===== config.mk =====
export PLATFORM = sky130hd
export DESIGN_NAME = wed_writeback_control
export DESIGN_NICKNAME = d
export VERILOG_FILES = /design/src/rtl/wed_writeback_control.sv
export SDC_FILE = /design/constraint.sdc
export NUM_CORES = 1
export LEC_CHECK = 0
export CAP_MARGIN = 20
export CORE_AREA = 2 2 389 391
export CTS_CLUSTER_SIZE = 20
export DETAILED_ROUTE_END_ITERATION = 8
export DIE_AREA = 0 0 391 393
export GPL_ROUTABILITY_DRIVEN = 0
export PLACE_DENSITY = 0.4
export SKIP_LAST_GASP = 1
export SYNTH_ARGS = -nofsm -noshare
export SYNTH_HDL_FRONTEND = slang
export SYNTH_SLANG_ARGS = --single-unit

===== constraint.sdc =====
create_clock -name clock -period 3 [get_ports clock]
set_input_delay 0.9 -clock clock [delete_from_list [all_inputs] [get_ports clock]]
set_output_delay 0.9 -clock clock [all_outputs]
set_load 0.1 [all_outputs]

===== src/rtl/wed_writeback_control.sv =====
// WED status writeback: builds a 128-byte status line and writes it
// to the line after the WED with WRITE_NA, serving PSL buffer reads.
package wed_wb_pkg;

  localparam logic [7:0] WED_ID = 8'hFE;

  typedef enum logic [12:0] {
    READ_CL_NA = 13'h0A00,
    WRITE_NA   = 13'h0D00
  } command_type;

  typedef enum logic [3:0] {
    CMD_INVALID = 4'd0,
    CMD_READ    = 4'd1,
    CMD_WRITE   = 4'd2,
    CMD_WED     = 4'd3
  } command_class;

  typedef enum logic [1:0] {
    STRUCT_INVALID = 2'd0,
    STRUCT_DATA    = 2'd1
  } array_struct_type;

  typedef enum logic [2:0] {
    STRICT = 3'b000,
    ABORT  = 3'b001,
    PAGE   = 3'b010,
    PREF   = 3'b011,
    SPEC   = 3'b111
  } trans_order_t;

  typedef enum logic [7:0] {
    DONE    = 8'h00,
    AERROR  = 8'h01,
    DERROR  = 8'h03,
    FAILED  = 8'h08,
    PAGED   = 8'h0A
  } psl_response_t;

  typedef struct packed {
    logic [7:0]       cu_id_x;
    logic [7:0]       cu_id_y;
    command_class     cmd_type;
    array_struct_type array_struct;
    logic [31:0]      real_size;
    logic [15:0]      real_size_bytes;
    logic [6:0]       address_offset;
    logic [7:0]       tag;
  } CommandTagLine;

  typedef struct packed {
    logic          valid;
    command_type   command;
    trans_order_t  abt;
    logic [63:0]   address;
    logic [11:0]   size;
    CommandTagLine cmd;
  } CommandBufferLine;

  typedef struct packed {
    logic          valid;
    psl_response_t response;
    CommandTagLine cmd;
  } ResponseBufferLine;

  typedef struct packed {
    CommandTagLine cmd;
    logic [511:0]  data;
  } ReadWriteDataPayload;

  typedef struct packed {
    logic                valid;
    ReadWriteDataPayload payload;
  } ReadWriteDataLine;

  typedef struct packed {
    logic [63:0] address;
  } WEDPayload;

  typedef struct packed {
    logic      valid;
    WEDPayload payload;
  } WEDInterface;

  typedef struct packed {
    logic alfull;
    logic full;
    logic empty;
  } BufferStatus;

endpackage

module wed_writeback_control
  import wed_wb_pkg::*;
#(
  parameter logic [63:0] STATUS_OFFSET = 64'd128,
  parameter int          MAX_RETRIES   = 3
) (
  input  logic              clock,
  input  logic              rstn_in,
  input  logic              enabled_in,
  input  WEDInterface       wed_request_in,
  input  logic              done_in,
  input  logic [63:0]       done_status_in,
  input  BufferStatus       command_buffer_status,
  input  ResponseBufferLine wed_response_in,
  input  logic              buffer_read_valid_in,
  input  logic              buffer_read_half_in,
  output CommandBufferLine  command_out,
  output ReadWriteDataLine  wed_write_data_out,
  output logic              writeback_done_out,
  output logic              writeback_error_out
);

  typedef enum logic [2:0] {
    WB_RESET,
    WB_IDLE,
    WB_WAIT_DONE,
    WB_REQ,
    WB_WAITING_FOR_RESPONSE,
    WB_RETRY,
    WB_DONE,
    WB_ERROR
  } wb_state_t;

  localparam logic [7:0] MAX_R = 8'(MAX_RETRIES);

  localparam CommandTagLine WB_TAG = '{
    cu_id_x:         WED_ID,
    cu_id_y:         WED_ID,
    cmd_type:        CMD_WED,
    array_struct:    STRUCT_INVALID,
    real_size:       32'd32,
    real_size_bytes: 16'd128,
    address_offset:  7'd0,
    tag:             8'd1
  };

  wb_state_t     state;
  logic          enabled;
  logic [63:0]   wed_address;
  logic [63:0]   cycles;
  logic [63:0]   status;
  logic [7:0]    retry;
  logic          done_pending;
  logic [1023:0] line;

  logic resp_match;
  logic serve_read;
  logic alfull;
  logic unused_bits;

  assign alfull      = command_buffer_status.alfull;
  assign unused_bits = ^{command_buffer_status, wed_response_in};
  assign resp_match  = wed_response_in.valid &&
                       (wed_response_in.cmd.cu_id_x == WED_ID) &&
                       (wed_response_in.cmd.tag == 8'd1);
  assign serve_read  = buffer_read_valid_in &&
                       ((state == WB_REQ) ||
                        (state == WB_WAITING_FOR_RESPONSE) ||
                        (state == WB_RETRY));

  always_ff @(posedge clock or negedge rstn_in) begin
    if (!rstn_in) begin
      state               <= WB_RESET;
      enabled             <= 1'b0;
      wed_address         <= '0;
      cycles              <= '0;
      status              <= '0;
      retry               <= '0;
      done_pending        <= 1'b0;
      line                <= '0;
      command_out         <= '0;
      wed_write_data_out  <= '0;
      writeback_done_out  <= 1'b0;
      writeback_error_out <= 1'b0;
    end else begin
      enabled            <= enabled_in;
      command_out        <= '0;
      wed_write_data_out <= '0;

      if (serve_read) begin
        wed_write_data_out.valid        <= 1'b1;
        wed_write_data_out.payload.cmd  <= WB_TAG;
        wed_write_data_out.payload.data <= buffer_read_half_in ?
                                           line[1023:512] : line[511:0];
      end

      if (state == WB_REQ) begin
        command_out <= '{
          valid:   1'b1,
          command: WRITE_NA,
          abt:     STRICT,
          address: wed_address + STATUS_OFFSET,
          size:    12'h080,
          cmd:     WB_TAG
        };
      end

      writeback_done_out  <= writeback_done_out | (state == WB_DONE);
      writeback_error_out <= writeback_error_out | (state == WB_ERROR);

      unique case (state)
        WB_RESET: state <= WB_IDLE;
        WB_IDLE: begin
          if (enabled && wed_request_in.valid) begin
            state        <= WB_WAIT_DONE;
            wed_address  <= wed_request_in.payload.address;
            cycles       <= '0;
            done_pending <= 1'b0;
          end
        end
        WB_WAIT_DONE: begin
          if (cycles != '1) cycles <= cycles + 64'd1;
          if (done_in && !done_pending) begin
            done_pending <= 1'b1;
            status       <= done_status_in;
          end
          // snapshot: word0 status, word1 cycles, word2 retry
          if (done_pending && !alfull) begin
            state <= WB_REQ;
            line  <= {832'd0, 56'd0, retry, cycles, status};
          end
        end
        WB_REQ: state <= WB_WAITING_FOR_RESPONSE;
        WB_WAITING_FOR_RESPONSE: begin
          if (resp_match) begin
            if (wed_response_in.response == DONE) begin
              state <= WB_DONE;
            end else if (retry < MAX_R) begin
              state <= WB_RETRY;
              retry <= retry + 8'd1;
            end else begin
              state <= WB_ERROR;
            end
          end
        end
        WB_RETRY: begin
          if (!alfull) begin
            state         <= WB_REQ;
            line[191:128] <= {56'd0, retry};
          end
        end
        WB_DONE:  state <= WB_DONE;
        WB_ERROR: state <= WB_ERROR;
        default:  state <= WB_IDLE;
      endcase
    end
  end

endmodule


==> metrics.txt <==
outcome=finished clean; met1 wire length=32.9 mm; Highest Signal Layer=met5; Top FF cell, synth=dfrtp_1; critical setup path kind=input pin to register; number of H-tree levels=3; required time of the worst setup path=3.60 ns; wire per inst=15.8 um; post-synth top area cell=dfrtp_1; leakage power=16.1 nW; # DRC=0; die extent in y=393 um; maximum fanout along the worst path=15; initial core utilization=17.4%; first-pass GRT wire length=111 mm; CTS root buf=clkbuf_16; setup TNS=0 ns; vias in the first global route=16325; largest net degree at the start of global routing=70; worst skew pair latency=0.70 ns; vias per inst=3.51; initial drt markers=642; CTS clk-pin slew, worst paths=0.06 ns; period utilization=92.8%; Die Wd=391 um; Syn. warnings=0; mapped cell area=26000 um2; Yosys reg bits=546; synthesis-to-layout area growth=27.8%; RSZ-0062 raised after global routing=false; Max Cap Viol=0; Sw Share=41.0%; register area share after synthesis=52.5%; Internal=15.8 mW; fill cell count=16127; Synth area leaders=dfrtp_1 52%, buf_4 17%, mux2_2 8.1%, nand2_1 3.9%, and2_1 3.6%; Final HPWL DP=57.5 mm; worst path bufs/invs=1; Final setup viols=0; CTS Sinks=546; io pins=1010; Vias=17114; Worst EP arrival=3.39 ns; CP Launch Type=input pin; P_sw=11.0 mW; Post-synth ARST share=100%; achievable frequency=359 MHz; endpoint class of the critical path=register; Row Count=142; number of hold violations in the final report=0; fin. max-slew vios=0; sequential power share=34.7%; number of setup buffers added after CTS=0; fin crit period=2.78 ns; Final ANT Viol Nets=0; Yosys cell types=57; Clk pwr share=34.7%; CTS tree=built; WL met2=37.3 mm; syn_area_per_cell=10.8 um2; min-delay worst type=input pin to async pin; combinational share of power=30.6%; worst-path cell chain=clkdlybuf4s50_1, nand4b_1, and2_1, nor4_4, o21ai_2, or4_1, a21oi_1; Core Area=149000 um2; Crit path max-delay family=simple AND/OR/NAND/NOR gates; Setup Skew=0.0673 ns; TritonCTS buffer count=72; initial antenna violation count=11; CTS Buffer Depth=3; CP peak stage delay=0.63 ns; die area=154000 um2; Synth Instances=2408; top cell type's share of synthesized area=52.5%; drt total wl=77.1 mm; maximum vdd drop=0.000506 V; # port buffers=462; met3 routed WL=5.08 mm; pwr dens=806 nW/um2; number of synthesized flops with an enable pin=0; layout cells sized above 1=25.6%; Design Area, Final=33300 um2; nets@finish=3109; Total GRT Usage=9.69%; Initial DRT Pass Iterations=4; Placed Area=30700 um2; WHS=0.139 ns; Slew HR=51.8%; CP max stage cell=clkdlybuf4s50_1; Worst-Margin Slew=0.723 ns; total congestion overflow=0
power groups by stage:
stage,Sequential (mW),Combinational [mW],Clock (mW)
after floorplan,10.0,6.59,0
after global placement,9.43,8.25,0
after detailed placement,9.46,8.29,0
after CTS,9.33,8.30,9.68
after global routing,9.49,8.64,9.97
final,9.31,8.19,9.30
kinds of logic (layout without fill, tap and decap cells):
group	count (synthesis)	in the layout	synth area share, %
buffers and inverters	687	731	18.3
AOI/OAI and AO/OA	161	161	3.62
DFF	546	546	52.5
other	1	480	0.0144
xor gates and xnor gates	56	56	1.88
and+or+nand+nor	762	762	15.3
adders and majority gates	3	3	0.144
muxes	192	192	8.29
state kept, by name (all words and copies together), names as in the netlist, 3 cells and up:
| name | count |
|---|---|
| command_out | 65 |
| cycles | 64 |
| line | 136 |
| retry | 8 |
| state | 3 |
| status | 64 |
| wed_address | 64 |
| wed_write_data_out | 138 |
timing repair:
action,CTS,global route
endpoints found under the setup margin,0,80
resized for setup,0,2
hold buffers,0,0
metrics by stage:
stage          utilization (%)  power (mW)  cells  setup slack (ns)
2_1_floorplan                -        16.6   2884             0.411
3_3_place_gp              20.5        17.7   4744            -0.437
3_5_place_dp              20.5        17.7   4744            -0.416
4_1_cts                   22.3        27.3   4872            0.0305
5_1_grt                   22.3        28.1   4873            0.0554
6_report                  22.3        26.8   4875             0.216
cells in the final DEF (no fill, tap or decap), drive strengths merged, types with 11 or more instances in the layout:
cell type      instances
or4                   27
and2                 148
nor3                  22
conb                 477
nand2                268
nand2b                11
xor2                  25
nor4                  30
mux2                 188
xnor2                 31
o31ai                 21
clkbuf                98
or3                   31
clkdlybuf4s50        159
clkinv                17
and4                  12
nand3                 54
nand4                 42
dfrtp                546
buf                  425
o21ai                 58
nor2                  90
inv                   20
a21oi                 54
area by class of cell:
type                            instances  area [um2]  area share [%]
Sequential cell                       546       13700            41.1
Multi-Input combinational cell       1651        9430            28.4
Timing Repair Buffer                  584        5060            15.2
Tap cell                             1944        2430            7.31
Clock buffer                           98        2000            6.01
Clock inverter                         30         578            1.74
Inverter                               19        71.3           0.214
Antenna cell                            3        7.51          0.0226
cells in the mapped netlist, types with 4 or more instances:
| master | number |
|---|---|
| buf_4 | 573 |
| dfrtp_1 | 546 |
| nand2_1 | 267 |
| mux2_2 | 188 |
| and2_1 | 148 |
| nor2_1 | 90 |
| clkbuf_1 | 72 |
| o21ai_0 | 56 |
| a21oi_1 | 54 |
| nand3_1 | 52 |
| nand4_1 | 39 |
| or3_1 | 31 |
| xnor2_1 | 31 |
| or4_1 | 26 |
| nor4_1 | 25 |
| xor2_1 | 25 |
| nor3_1 | 22 |
| o31ai_1 | 21 |
| inv_1 | 19 |
| buf_2 | 15 |
| and4_1 | 12 |
| nand2b_1 | 11 |
| and3_1 | 10 |
| buf_1 | 6 |
| o21a_1 | 5 |
| mux2i_1 | 4 |
| nand4b_1 | 4 |
| nor4_4 | 4 |
| o211ai_1 | 4 |
| o31a_1 | 4 |
worst paths after layout:
check	from	slack, ns	to	depth (start not counted)
max reg2reg	cycles[33]	0.25	cycles[43]	8
min reg2reg	retry[5]	0.40	retry[5]	0
max in group asynchronous	rstn_in	1.91	wed_write_data_out[190]	3
max	wed_request_in[64]	0.22	cycles[51]	7
min	rstn_in	0.14	wed_write_data_out[97]	1
min in group clock	retry[5]	0.40	retry[5]	0
routing by layer:
metal,vias up,global-route usage (%)
met4,14,2.86
met3,115,2.88
met1,8485,12.3
met5,-,0
li1,7921,-
met2,579,15.8
No activity file was read; power rests on OpenSTA's default activity.
